$ cat src/rtl/sync_pkg.sv
// Shared helpers for the input-conditioning bank.
// Holds the minimum chain depth and a ceil-log2 helper.
package sync_pkg;

  localparam int SYNC_MIN_STAGES = 2;

  function automatic int clog2(input int n);
    int r;
    r = 0;
    while ((1 << r) < n) r++;
    return r;
  endfunction

endpackage

$ cat src/rtl/sync_filter_bank_if.sv
// Bundle of per-channel inputs and conditioned outputs.
// The master side drives raw inputs and clears; the slave side is the bank.
interface sync_filter_bank_if #(
  parameter int WIDTH = 4
) ();

  logic [WIDTH-1:0] din;
  logic [WIDTH-1:0] event_clr;
  logic [WIDTH-1:0] level;
  logic [WIDTH-1:0] rise;
  logic [WIDTH-1:0] fall;
  logic [WIDTH-1:0] event_flag;

  modport master (
    output din,
    output event_clr,
    input  level,
    input  rise,
    input  fall,
    input  event_flag
  );

  modport slave (
    input  din,
    input  event_clr,
    output level,
    output rise,
    output fall,
    output event_flag
  );

endinterface

$ cat src/rtl/sync_filter_chan.sv
// One channel: sync chain, optional glitch filter,
// edge detection and a sticky event flag.
module sync_filter_chan
  import sync_pkg::*;
#(
  parameter int STAGES     = 2,
  parameter int FILTER_LEN = 3,
  parameter bit RESET_VAL  = 1'b0
) (
  input  logic clk,
  input  logic rst,
  input  logic din,
  input  logic clr,
  output logic level,
  output logic rise,
  output logic fall,
  output logic event_flag
);

  if (STAGES < SYNC_MIN_STAGES) begin : g_chk
    $fatal(1, "sync_filter_chan: STAGES too small");
  end

  logic [STAGES-1:0] stage_q;
  logic [STAGES-1:0] stage_d;
  logic              sync;
  logic              level_dly_q;
  logic              level_dly_d;
  logic              flag_q;
  logic              flag_d;

  assign sync = stage_q[STAGES-1];

  // Plain shift chain; nothing sits between stages.
  always_comb begin
    stage_d = {stage_q[STAGES-2:0], din};
  end

  // Chain registers.
  always_ff @(posedge clk) begin
    if (rst) stage_q <= {STAGES{RESET_VAL}};
    else     stage_q <= stage_d;
  end

  if (FILTER_LEN == 0) begin : g_byp
    assign level = sync;
  end else begin : g_filt
    localparam int CWR = clog2(FILTER_LEN);
    localparam int CW  = (CWR < 1) ? 1 : CWR;
    localparam logic [CW-1:0] LAST = CW'(FILTER_LEN - 1);

    logic [CW-1:0] cnt_q;
    logic [CW-1:0] cnt_d;
    logic          lvl_q;
    logic          lvl_d;

    // Accept a new level only after it persists;
    // any return to the old level restarts the count.
    always_comb begin
      cnt_d = '0;
      lvl_d = lvl_q;
      if (sync != lvl_q) begin
        if (cnt_q == LAST) lvl_d = sync;
        else               cnt_d = cnt_q + CW'(1);
      end
    end

    // Filter state registers.
    always_ff @(posedge clk) begin
      if (rst) begin
        cnt_q <= '0;
        lvl_q <= RESET_VAL;
      end else begin
        cnt_q <= cnt_d;
        lvl_q <= lvl_d;
      end
    end

    assign level = lvl_q;
  end

  assign rise = level & ~level_dly_q;
  assign fall = ~level & level_dly_q;

  // Delayed level for edges; flag set beats clear.
  always_comb begin
    level_dly_d = level;
    flag_d      = flag_q;
    if (rise | fall) flag_d = 1'b1;
    else if (clr)    flag_d = 1'b0;
  end

  // Edge-detect and flag registers.
  always_ff @(posedge clk) begin
    if (rst) begin
      level_dly_q <= RESET_VAL;
      flag_q      <= 1'b0;
    end else begin
      level_dly_q <= level_dly_d;
      flag_q      <= flag_d;
    end
  end

  assign event_flag = flag_q;

endmodule

$ cat src/rtl/sync_filter_bank.sv
// Bank of WIDTH independent input conditioners.
// Each bit of the bus gets its own channel instance.
module sync_filter_bank
  import sync_pkg::*;
#(
  parameter int WIDTH      = 4,
  parameter int STAGES     = 2,
  parameter int FILTER_LEN = 3,
  parameter bit RESET_VAL  = 1'b0
) (
  input logic               clk,
  input logic               rst,
  sync_filter_bank_if.slave bus
);

  if (WIDTH < 1 || STAGES < SYNC_MIN_STAGES) begin : g_chk
    $fatal(1, "sync_filter_bank: bad WIDTH/STAGES");
  end

  for (genvar i = 0; i < WIDTH; i++) begin : g_ch
    sync_filter_chan #(
      .STAGES     (STAGES),
      .FILTER_LEN (FILTER_LEN),
      .RESET_VAL  (RESET_VAL)
    ) u_chan (
      .clk        (clk),
      .rst        (rst),
      .din        (bus.din[i]),
      .clr        (bus.event_clr[i]),
      .level      (bus.level[i]),
      .rise       (bus.rise[i]),
      .fall       (bus.fall[i]),
      .event_flag (bus.event_flag[i])
    );
  end

endmodule

$ cat src/flat_wrapper.sv
// flat-port wrapper written by rule: the top's interface ports become plain ports
module sync_filter_bank_flat import sync_pkg::*;
#(
  parameter int WIDTH      = 4,
  parameter int STAGES     = 2,
  parameter int FILTER_LEN = 3,
  parameter bit RESET_VAL  = 1'b0
)
  (clk, rst, bus_din, bus_event_clr, bus_level, bus_rise, bus_fall, bus_event_flag);
  sync_filter_bank_if #(.WIDTH(WIDTH)) bus_i ();
  input logic clk;
  input logic rst;
  input wire logic [$bits(bus_i.din)-1:0] bus_din;
  input wire logic [$bits(bus_i.event_clr)-1:0] bus_event_clr;
  output wire logic [$bits(bus_i.level)-1:0] bus_level;
  output wire logic [$bits(bus_i.rise)-1:0] bus_rise;
  output wire logic [$bits(bus_i.fall)-1:0] bus_fall;
  output wire logic [$bits(bus_i.event_flag)-1:0] bus_event_flag;
  assign bus_i.din = bus_din;
  assign bus_i.event_clr = bus_event_clr;
  assign bus_level = bus_i.level;
  assign bus_rise = bus_i.rise;
  assign bus_fall = bus_i.fall;
  assign bus_event_flag = bus_i.event_flag;
  sync_filter_bank #(.WIDTH(WIDTH), .STAGES(STAGES), .FILTER_LEN(FILTER_LEN), .RESET_VAL(RESET_VAL)) u_core (.clk(clk), .rst(rst), .bus(bus_i));
endmodule
$ cat config.mk
export PLATFORM = sky130hd
export DESIGN_NAME = sync_filter_bank_flat
export DESIGN_NICKNAME = d
export VERILOG_FILES = /design/src/rtl/sync_pkg.sv /design/src/rtl/sync_filter_bank_if.sv /design/src/rtl/sync_filter_chan.sv /design/src/rtl/sync_filter_bank.sv /design/src/flat_wrapper.sv
export SDC_FILE = /design/constraint.sdc
export NUM_CORES = 1
export LEC_CHECK = 0
export CORE_UTILIZATION = 52
export DETAILED_ROUTE_END_ITERATION = 10
export PLACE_DENSITY = 0.82
export RECOVER_POWER = 100
export SETUP_SLACK_MARGIN = 0.5
export SLEW_MARGIN = 20
export SYNTH_ARGS = -nofsm -noshare
export SYNTH_HDL_FRONTEND = slang
export SYNTH_SLANG_ARGS = --single-unit
$ cat constraint.sdc
create_clock -name clk -period 2.1 [get_ports clk]
set_clock_uncertainty 0.1 [all_clocks]
set_input_delay 0.315 -clock clk [delete_from_list [all_inputs] [get_ports clk]]
set_output_delay 0.315 -clock clk [all_outputs]
set_load 0.01 [all_outputs]
== Word level (Yosys, flattened, before mapping) ==
Index checks and enable logic that the tools add are counted.
Word-level totals
  input bits: 10
  output and inout port bits: 16
  logic and storage cells: 76
  memories: 0
  bits in read-only memories: 0
  flip-flop bits (word level): 28
  memory bits (writable): 0
  latch bits: 0
Cells by class
  multiplexer cells: 8
  reductions and logical operators: 12
  shift-type cells: 0
  bitwise operators: 24
  $add $sub $neg: 4
  divide/modulo/power cells: 0
  equal/unequal tests: 8
  order comparisons: 0
  multipliers: 0
Operator list (number)
  $not A1 Y1: 12
  $reduce_or A3 Y1: 4
  $add A2 B1 Y2 const B: 4
  $and A1 B1 Y1: 8
  $eq A2 B2 Y1 const B: 4
  $mux W1: 8
  $reduce_and A2 Y1: 4
  $reduce_bool A2 Y1: 4
  $ne A1 B1 Y1: 4
  $or A1 B1 Y1: 4

== Logic depth before layout (Yosys ltp) ==
  word-level depth: 4
  depth in mapped cells: 4
  mapped depth without buffers: 4

== Cells and area by module ==
From an unflattened synthesis, not the netlist that was laid out.
Unflattened totals
  cell total of the unflattened synthesis: 92
  area total of the unflattened synthesis: 1006.0 sq um
Modules (own cells, without submodules)
  sync_filter_chan: cells an instance 23, seq. area each 140.1 sq um, area each 251.5 sq um, instances 4

== Worst setup path before layout ==
Ideal clock, no wire load.
  path type: register -> output
  start point: register u_core.g_ch[0].u_chan.g_filt.lvl_q
  end point: output port bus_fall[0]
  slack: 0.929 ns
  path buffers: 1
  stages on the path, launching flop included: 4
  data required time: 1.685 ns
  arrival time: 0.756 ns
  cells stage by stage: dfxtp_1 inv_1 ha_1 buf_4
Between the ends
  word-level cells in the longest chain between the ends: 2
RTL lines
  from (decl): RTL line sync_filter_chan.sv:54  | logic lvl_q;
  from (signal assigned): RTL line sync_filter_chan.sv:75  | lvl_q <= lvl_d;
  $not A1 Y1: RTL line sync_filter_chan.sv:83  | assign fall = ~level & level_dly_q;
  $and A1 B1 Y1: RTL line sync_filter_chan.sv:83
  to (decl): RTL line flat_wrapper.sv:17  | output wire logic [$bits(bus_i.fall)-1:0] bus_fall;
Every way passes these cells.

== Final worst setup path ==
  start point: register u_core.g_ch[0].u_chan.g_filt.lvl_q
  end point: output port bus_rise[0]
Between the ends
  word-level cells in the longest chain between the ends: 1
RTL lines
  $and A1 B1 Y1: RTL line sync_filter_chan.sv:82  | assign rise = level & ~level_dly_q;
  to (decl): RTL line flat_wrapper.sv:16  | output wire logic [$bits(bus_i.rise)-1:0] bus_rise;
Every way passes these cells.

==> out/results.ini <==
[setup_path]
cp_slowest_stage_delay_ns=0.42
cp_cell_sequence=ha_1 -> clkdlybuf4s25_1
criticalPathCategory=reg -> out
worstPathRequired_ns=1.68
setup.worst_path.start_class=flop
cp_slowest_cell=sky130_fd_sc_hd__dfxtp_1
cp-end-kind=primary output
crit_fanout=4
data_arrival_at_the_endpoint_of_the_critical_path_ns=1.20

[logic_synthesis]
synthesis.yosys.warnings=0
netlist_area_sq_mm=0.00118
postSynthRegisterBits=28
synth.area.top_cells=sky130_fd_sc_hd__dfxtp_1 (47%), sky130_fd_sc_hd__ha_1 (13%), sky130_fd_sc_hd__buf_4 (10%), sky130_fd_sc_hd__and2b_1 (3.8%), sky130_fd_sc_hd__inv_1 (3.8%)
synth_top_area_share_pct=47.4
ys_seq_area_share_pct=47.4
synth_top_area_cell=sky130_fd_sc_hd__dfxtp_1
syn_nets=133
yosys.cell_types.count=16
syn_area_per_cell_sq_um=10.7
synthesis.instances=111

[pwr]
leakage_power_of_the_design_nw=0.565
max-vdd-ir-drop_mv=0.444
total_power_draw_mw=0.835
power-per-cell-area_mw_per_mm2=610

[clock_network]
insertion_delay_ns=0.31
cts_made_buffers=3
clk_pin_slew_ns=0.14
htree_levels=1
cts_tree=done
numClockSinks=28
post_cts_hold_buffer_count=0
ctsRootBufferMaster=sky130_fd_sc_hd__clkbuf_4
cts.path.max_buffers=2

[detailed_routing]
routedWlPerCell_microns=10.1
postRouteAntennaNets=0
average_vias_per_placed_instance=4.52
drtPass1Iterations=4
drc_errors=0
dr_total_vias=709
routed_wirelength_mm=1.58
drt_first_iter_violations=2

[global_routing]
antenna_violations_before_repair=0
grt_start_max_net_pins=16
first_pass_grt_wire_length_mm=2.81
grt-ovfl-total=0
grt_pass1_vias=683
grtUsageTotal_pct=15.0

[sta]
finalHoldViolations=0
timing_worst_slew_pin_value_ns=0.568
max_freq_mhz=618
slew_viol_final=0
post-route-worst-setup-slack_ns=0.482
rsz_0062_raised_after_global_routing=yes
finalSetupViolations=0
finalHoldWorstSlack_ns=0.327
setup_tns_ns=0
min_period_over_period_pct=77.0
slew_headroom_pct=62.1
final_period_minus_worst_setup_slack_ns=1.62

[final_layout]
antenna-diode-count=0
layout.nets=153
final_core_occ_pct=67.0
fraction_of_final_layout_cells_sized_beyond_drive_strength_1_pct=12.3
final_cell_count_no_fill=157
area_delta_synth_final_pct=15.6
fin_area_sq_mm=0.00137

[placed_design]
place.gp.congestion=0.649
detailedPlacementHpwl_mm=1.14
postPlaceCellArea_sq_mm=0.00133
pre_cts_slack_ns=0.520
portBuffers=25
place.detailed.instances=146

[floorplanning]
die_area_sq_mm=0.00247
boundaryPins=26
coreArea_sq_mm=0.00204
die_h_microns=49.7
rows=16
die_w_microns=49.7
floorplan.initialDensity_pct=58.0

[min_path]
hold_class=reg -> reg

[run_status]
status=completed

[run]
maxCapViolCount=0

## cell usage in the layout (no fill, tap or decap)
cell type,instances
sky130_fd_sc_hd__dfxtp_1,25
sky130_fd_sc_hd__inv_1,11
sky130_fd_sc_hd__ha_1,11
sky130_fd_sc_hd__nor2_1,8
sky130_fd_sc_hd__nor4_1,8
sky130_fd_sc_hd__clkdlybuf4s50_1,8
sky130_fd_sc_hd__dlygate4sd2_1,8
sky130_fd_sc_hd__and2b_1,6
sky130_fd_sc_hd__clkbuf_1,6
sky130_fd_sc_hd__buf_4,6
sky130_fd_sc_hd__xnor2_1,4
sky130_fd_sc_hd__nand2b_1,4
sky130_fd_sc_hd__a21oi_1,4
sky130_fd_sc_hd__mux2i_1,4
sky130_fd_sc_hd__clkdlybuf4s25_1,4
sky130_fd_sc_hd__clkbuf_4,3
sky130_fd_sc_hd__dfxtp_2,3
sky130_fd_sc_hd__nor2b_1,2
sky130_fd_sc_hd__inv_2,1
sky130_fd_sc_hd__ha_2,1
sky130_fd_sc_hd__clkbuf_8,1
sky130_fd_sc_hd__dlygate4sd3_1,1
sky130_fd_sc_hd__buf_6,1
## synthesized netlist by cell type
master,n
sky130_fd_sc_hd__mux2i_1,4
sky130_fd_sc_hd__ha_1,12
sky130_fd_sc_hd__buf_4,16
sky130_fd_sc_hd__and2b_1,6
sky130_fd_sc_hd__buf_2,1
sky130_fd_sc_hd__inv_1,12
sky130_fd_sc_hd__dfxtp_1,28
sky130_fd_sc_hd__nor2b_1,2
sky130_fd_sc_hd__a21oi_1,4
sky130_fd_sc_hd__nor4_1,5
sky130_fd_sc_hd__buf_8,1
sky130_fd_sc_hd__nor4_2,3
sky130_fd_sc_hd__buf_6,1
sky130_fd_sc_hd__nor2_1,8
sky130_fd_sc_hd__xnor2_1,4
sky130_fd_sc_hd__nand2b_1,4
## metal layers
| layer | GRT usage, % | wire length (microns) | share of wire [%] | up-vias |
|---|---|---|---|---|
| met4 | 5.71 | 13 | 0.82 | 0 |
| met5 | 0 | 0 | 0 | - |
| li1 | - | - | - | 373 |
| met2 | 27.7 | 790 | 50 | 23 |
| met1 | 16.4 | 695 | 44 | 311 |
| met3 | 3.09 | 80 | 5.1 | 2 |
## registers in the layout, summed over array words and instances (netlist names)
register / flops
u_core.g_ch.u_chan.stage_q: 8
u_core.g_ch.u_chan.level_dly_q: 4
u_core.g_ch.u_chan.level: 4
u_core.g_ch.u_chan.g_filt.cnt_q: 8
u_core.g_ch.u_chan.event_flag: 4
## area by class of cell
class,instances,area (sq um)
Clock buffer,4,36.3
Fill cell,185,673
Inverter,12,45.0
Multi-Input combinational cell,52,410
Sequential cell,28,564
Tap cell,27,33.8
Timing Repair Buffer,34,279
## where the power goes
| group | total (mW) | switching [mW] | internal (mW) | leakage, nW |
|---|---|---|---|---|
| Combinational | 0.0387 | 0.0140 | 0.0247 | 0.315 |
| Sequential | 0.545 | 0.00395 | 0.541 | 0.229 |
| Clock | 0.252 | 0.146 | 0.106 | 0.0210 |
| Total | 0.835 | 0.164 | 0.672 | 0.565 |
## final timing paths
check                                        start                                    end  slack, ns  depth (start not counted)
max                    u_core.g_ch[0].u_chan.level                            bus_rise[0]       0.48                          2
min          u_core.g_ch[2].u_chan.g_filt.cnt_q[0]  u_core.g_ch[2].u_chan.g_filt.cnt_q[0]       0.33                          1
max reg2reg            u_core.g_ch[1].u_chan.level       u_core.g_ch[1].u_chan.event_flag       0.97                          4
min reg2reg  u_core.g_ch[2].u_chan.g_filt.cnt_q[0]  u_core.g_ch[2].u_chan.g_filt.cnt_q[0]       0.33                          1
## worst max-delay path: cells and delay by family, from the launching register on
kind       cells  cell delay (ns)
flops          1             0.42
fa+ha+maj      1             0.17
buf+inv        1             0.30
## repair_timing
action,CTS,global route
endpoints found under the setup margin,16,8
gates cloned,0,0
gates resized for setup,31,13
endpoints found under the hold margin,0,0
buffers inserted,4,3
## cell families after synthesis
| family | Yosys count | share of synthesized area (%) |
|---|---|---|
| buffers and inverters | 31 | 16.6 |
| AND/OR/NAND/NOR | 28 | 15.3 |
| flip-flops | 28 | 47.4 |
| adder cells (fa/ha/maj) | 12 | 12.7 |
| AO/OA/AOI/OAI | 4 | 1.69 |
| XOR/XNOR | 4 | 2.96 |
| multiplexers | 4 | 3.38 |
(Power assumes the default switching activity.)
